--- config.mk ---
export PLATFORM = sky130hd
export DESIGN_NAME = dmem_arbiter
export DESIGN_NICKNAME = d
export VERILOG_FILES = /design/src/rtl/mips_pkg.sv /design/src/rtl/rr_pick2.sv /design/src/rtl/dmem_arbiter.sv
export SDC_FILE = /design/constraint.sdc
export NUM_CORES = 1
export LEC_CHECK = 0
export ABC_AREA = 1
export CAP_MARGIN = 40
export CORE_AREA = 2 2 115 117
export DETAILED_ROUTE_END_ITERATION = 7
export DIE_AREA = 0 0 117 119
export PLACE_DENSITY = 0.61
export RECOVER_POWER = 25
export SLEW_MARGIN = 10
export SYNTH_ARGS = -nofsm -noshare
export SYNTH_HDL_FRONTEND = slang
export SYNTH_SLANG_ARGS = --single-unit
--- constraint.sdc ---
create_clock -name clk -period 4.32 [get_ports clk]
set_input_delay 0.864 -clock clk [delete_from_list [all_inputs] [get_ports clk]]
set_output_delay 0.864 -clock clk [all_outputs]
set_load 0.05 [all_outputs]
--- src/rtl/mips_pkg.sv ---
// Shared arbitration types and constants for the data-memory port arbiter.
// Master 0 is the CPU and master 1 is the debug/DMA port.
package mips_pkg;

  // Arbiter FSM states. The state names the master that currently owns the port.
  typedef enum logic [1:0] {
    IDLE = 2'd0,
    OWN0 = 2'd1,
    OWN1 = 2'd2
  } arb_state_t;

  // Master indices into the packed request/grant vectors.
  localparam int MASTER_CPU  = 0;
  localparam int MASTER_DBG  = 1;
  localparam int NUM_MASTERS = 2;

  // The hold counter is 8 bits wide because MAX_HOLD is limited to 1..255.
  localparam int HOLD_W = 8;

  // Returns the ownership state that corresponds to a master index.
  function automatic arb_state_t own_state(input logic idx);
    return idx ? OWN1 : OWN0;
  endfunction

endpackage

--- src/rtl/rr_pick2.sv ---
// Two-way round-robin selector. When both masters request, the master named
// by ptr wins; otherwise the single requester (if any) wins.
module rr_pick2 (
  input  logic [1:0] req,
  input  logic       ptr,
  output logic [1:0] gnt
);

  always_comb begin
    gnt = 2'b00;
    if (req[0] && req[1]) begin
      gnt[ptr] = 1'b1;
    end else begin
      gnt = req;
    end
  end

endmodule

--- src/rtl/dmem_arbiter.sv ---
// Two-master data-memory arbiter with round-robin fairness, bus locking and a
// bounded hold, so a locked master cannot starve the other one.
module dmem_arbiter
  import mips_pkg::*;
#(
  parameter int DATA_W   = 32,
  parameter int ADDR_W   = 32,
  parameter int MAX_HOLD = 8
) (
  input  logic              clk,
  input  logic              rst,
  input  logic              m0_req,
  input  logic              m0_we,
  input  logic              m0_lock,
  input  logic [ADDR_W-1:0] m0_addr,
  input  logic [DATA_W-1:0] m0_wdata,
  output logic              m0_gnt,
  output logic              m0_rvalid,
  output logic [DATA_W-1:0] m0_rdata,
  input  logic              m1_req,
  input  logic              m1_we,
  input  logic              m1_lock,
  input  logic [ADDR_W-1:0] m1_addr,
  input  logic [DATA_W-1:0] m1_wdata,
  output logic              m1_gnt,
  output logic              m1_rvalid,
  output logic [DATA_W-1:0] m1_rdata,
  output logic              mem_we,
  output logic [ADDR_W-1:0] mem_addr,
  output logic [DATA_W-1:0] mem_wdata,
  input  logic [DATA_W-1:0] mem_rdata
);

  localparam logic [HOLD_W-1:0] HOLD_LIM = HOLD_W'(MAX_HOLD);

  logic [NUM_MASTERS-1:0] req;
  logic [NUM_MASTERS-1:0] we;
  logic [NUM_MASTERS-1:0] lock;
  logic [NUM_MASTERS-1:0] gnt;
  logic [NUM_MASTERS-1:0] rr_gnt;
  logic [ADDR_W-1:0]      addr  [NUM_MASTERS];
  logic [DATA_W-1:0]      wdata [NUM_MASTERS];

  arb_state_t             state_reg, state_next;
  logic                   ptr_reg, ptr_next;
  logic [HOLD_W-1:0]      cnt_reg, cnt_next;
  logic [NUM_MASTERS-1:0] rd_reg, rd_next;

  logic                   rvalid_v [NUM_MASTERS];
  logic [DATA_W-1:0]      rdata_v  [NUM_MASTERS];

  logic own;
  logic win;
  logic xfer;

  assign req[MASTER_CPU]   = m0_req;
  assign req[MASTER_DBG]   = m1_req;
  assign we[MASTER_CPU]    = m0_we;
  assign we[MASTER_DBG]    = m1_we;
  assign lock[MASTER_CPU]  = m0_lock;
  assign lock[MASTER_DBG]  = m1_lock;
  assign addr[MASTER_CPU]  = m0_addr;
  assign addr[MASTER_DBG]  = m1_addr;
  assign wdata[MASTER_CPU] = m0_wdata;
  assign wdata[MASTER_DBG] = m1_wdata;

  assign own  = (state_reg == OWN1);
  assign xfer = |gnt;
  assign win  = gnt[MASTER_DBG];

  rr_pick2 u_pick (
    .req (req),
    .ptr (ptr_reg),
    .gnt (rr_gnt)
  );

  // Grant: the owner keeps priority until its hold budget is spent while the
  // other master is waiting; with no live owner, fall back to round-robin.
  always_comb begin
    gnt = '0;
    if (rst) begin
      if (state_reg != IDLE && req[own]) begin
        if (req[~own] && cnt_reg >= HOLD_LIM) begin
          gnt[~own] = 1'b1;
        end else begin
          gnt[own] = 1'b1;
        end
      end else begin
        gnt = rr_gnt;
      end
    end
  end

  // Next state, round-robin pointer and hold counter.
  always_comb begin
    state_next = state_reg;
    ptr_next   = ptr_reg;
    cnt_next   = cnt_reg;
    rd_next    = gnt & ~we;

    if (xfer) begin
      ptr_next   = ~win;
      state_next = lock[win] ? own_state(win) : IDLE;
    end else if (state_reg != IDLE && !req[own]) begin
      state_next = IDLE;
    end

    if (state_next != state_reg) begin
      cnt_next = '0;
    end

    // The locked grant that takes ownership counts toward the hold budget,
    // so MAX_HOLD is the total number of back-to-back grants under contention.
    if (xfer && lock[win] && req[~win] && cnt_next != '1) begin
      cnt_next = cnt_next + 8'd1;
    end
  end

  always_ff @(posedge clk) begin
    if (!rst) begin
      state_reg <= IDLE;
      ptr_reg   <= 1'b0;
      cnt_reg   <= '0;
      rd_reg    <= '0;
    end else begin
      state_reg <= state_next;
      ptr_reg   <= ptr_next;
      cnt_reg   <= cnt_next;
      rd_reg    <= rd_next;
    end
  end

  // Read return: masking with rst suppresses data for a read accepted just
  // before reset asserts.
  generate
    for (genvar gi = 0; gi < NUM_MASTERS; gi++) begin : g_ret
      assign rvalid_v[gi] = rd_reg[gi] & rst;
      assign rdata_v[gi]  = rvalid_v[gi] ? mem_rdata : '0;
    end
  endgenerate

  assign m0_gnt    = gnt[MASTER_CPU];
  assign m1_gnt    = gnt[MASTER_DBG];
  assign m0_rvalid = rvalid_v[MASTER_CPU];
  assign m1_rvalid = rvalid_v[MASTER_DBG];
  assign m0_rdata  = rdata_v[MASTER_CPU];
  assign m1_rdata  = rdata_v[MASTER_DBG];

  always_comb begin
    mem_we    = 1'b0;
    mem_addr  = '0;
    mem_wdata = '0;
    if (gnt[MASTER_CPU]) begin
      mem_we    = we[MASTER_CPU];
      mem_addr  = addr[MASTER_CPU];
      mem_wdata = wdata[MASTER_CPU];
    end else if (gnt[MASTER_DBG]) begin
      mem_we    = we[MASTER_DBG];
      mem_addr  = addr[MASTER_DBG];
      mem_wdata = wdata[MASTER_DBG];
    end
  end

endmodule
==> flow_summary.toml <==
[outcome]
status = "finished clean"

[critical_path]
reg2reg_to = "cnt_reg[2]"
cp_max_fo = 43
path_class = "in -> out"
rr_worst_depth = 17
regToRegSetupSlack_ns = 1.58
r2r_start = "state_reg[1]"
cp.required_ns = 3.46
critPathCaptureType = "output port"
startpoint_type = "primary input"
startpoint = "m1_req"
cp.arrival_ns = 3.04
cp-endpoint = "mem_addr[4]"

[clocking]
cts_tree = "done"
post_cts_resized = 0
clk_latency_ns = 0.24
cts_hold_buf = 0
cts_max_level = 1
clockBufferDepth = 2
cts.clk_slew.worst_paths_ns = 0.04
cts_buffers = 3
post_cts_buffers = 0
numClockSinks = 13
root_buffer = "clkbuf_16"

[yosys]
yosysSeqAreaShare = 0.1338
ys_types = 25
syn-num-nets = 590
synthesis.area_um2 = 1944
ys_warn_count = 0
synth_seq_cells = 13
avgSynthCellArea_um2 = 4.618
syn-instance-count = 421

[route]
viasPerCell = 4.014
drt_wl_total_um = 12180
vias = 3560
firstDrtPassIters = 5
drt_iter0_drc = 85
postRouteAntennaNets = 0
drc = 0
detail_route.wl_per_cell_um = 13.73

[die]
core-area_um2 = 12870
num_rows = 42
die-area_um2 = 13920
chipWidth_um = 117
chipHeight_um = 119
io_pins = 301
start_util = 0.1510

[final_layout]
mostFrequentLayoutCells = "nand2_1, clkdlybuf4s50_1, nor2_1, buf_12, inv_1"
syn_to_final_growth_pct = 191.5
nets = 881
fin_cells = 887
largest_register_ffs = 8
drive_above_1_share = 0.1730
final_common_cell = "nand2_1"
num_antenna_cells = 0

[power]
power.internal_uw = 644.1
swShare = 0.4324
irDropWorstVdd_mv = 0.1206
pwr-share-clk = 0.155
p_switching_uw = 490.7
pwr-share-comb = 0.734
power_density_nw_per_um2 = 200.2
p_seq_frac = 0.111
p_leak_nw = 2.762

[sta]
period_share = 0.9040
fmax_ghz = 0.2561
period_needed_ns = 3.905
final-setup-viol-count = 0
finClkSkew_ns = 0.001625
finalHoldViolations = 0
rsz0062_at_grt = "false"
slew_violations = 0
timing.hold.ws_ns = 0.4377
max_slew_margin = 0.5664
tightestPinTransition_ns = 0.6531
timing.final.ws_setup_ns = 0.4149
setup_tns_ns = 0

[global_route]
antenna_found_initial = 0
grt_max_degree = 44
track_usage = 0.1623
grt_pass1_wl_um = 17480
grt_pass1_vias = 3404
grt-ovfl-total = 0

[place]
dp.cells = 883
dpl.hpwl_um = 10680
gp_congestion = 0.8705
place_ws_ns = 0.5170
numPortBuffers = 300

[hold_path]
hp-class = "reg -> reg"

[flow_run]
drv_cap = 0
-- power by group through the flow --
stage | clock network (mW) | registers (mW) | logic (mW)
final | 0.176 | 0.127 | 0.833
after floorplan | 0 | 0.128 | 0.367
after detailed placement | 0 | 0.129 | 0.842
after global placement | 0 | 0.128 | 0.839
after CTS | 0.178 | 0.126 | 0.844
after global routing | 0.186 | 0.127 | 0.873
-- critical path: stages --
cell,delay (ns)
dlygate4sd3_1,0.61
inv_1,0.09
nand3_1,0.15
nand3b_4,0.15
inv_2,0.05
nand3_1,0.09
nand3_2,0.14
inv_2,0.10
buf_4,0.39
nand2_1,0.11
nand2_1,0.13
buf_12,0.14
-- cell usage after synthesis (all sizes together) --
cell type  count  share of area
and2           1         0.0032
o21ai          4          0.010
nand2        224           0.45
a21oi          7          0.024
buf            8          0.017
nor3b          1         0.0097
inv           52           0.10
nand4          2         0.0064
nor2          81           0.17
nand3b         2          0.014
clkbuf        12          0.023
ha             1         0.0064
dfxtp         13           0.13
nand3         13          0.039
-- cell type report --
cell class              instances  area (um2)
multi-input cells             336        1408
flip-flops and latches         13       260.3
well taps                     176       220.2
repair buffers                306        3503
inverters                      52       197.7
fillers                      1317        7207
clock buffers                   4       78.83
-- worst min-delay path by stage --
stage	end	cells past startpoint	from	slack, ns
floorplan	cnt_reg[5]	2	cnt_reg[5]	0.42
global placement	cnt_reg[5]	2	cnt_reg[5]	0.42
detailed placement	cnt_reg[4]	2	cnt_reg[4]	0.43
CTS	cnt_reg[4]	2	cnt_reg[4]	0.44
global route	cnt_reg[7]	2	cnt_reg[7]	0.46
finish	cnt_reg[4]	2	cnt_reg[4]	0.44
-- metrics by stage --
step	area [um2]	utilization	total power, mW
4_1_cts	5766	0.4478	1.149
3_3_place_gp	5687	0.4417	0.9674
5_1_grt	5668	0.4402	1.186
3_5_place_dp	5687	0.4417	0.9705
2_1_floorplan	1944	-	0.4950
6_report	5668	0.4402	1.135
-- kinds of logic (layout without fill, tap and decap cells) --
family / count (synthesis) / after routing / synth area share
AND/OR/NAND/NOR: 324 / 324 / 0.6834
adder cells (fa/ha/maj): 1 / 1 / 0.006434
buffers and inverters: 72 / 362 / 0.1422
flip-flops: 13 / 13 / 0.1338
AO/OA/AOI/OAI: 11 / 11 / 0.03410
-- routing by layer --
layer / wire length, um / GRT usage / vias up
li1: - / - / 1805
met4: 439 / 0.06103 / 0
met3: 1237 / 0.03715 / 23
met5: 0 / 0 / -
met2: 6193 / 0.3129 / 219
met1: 4306 / 0.1649 / 1513
Note: power is estimated with default switching activity, not from simulation.
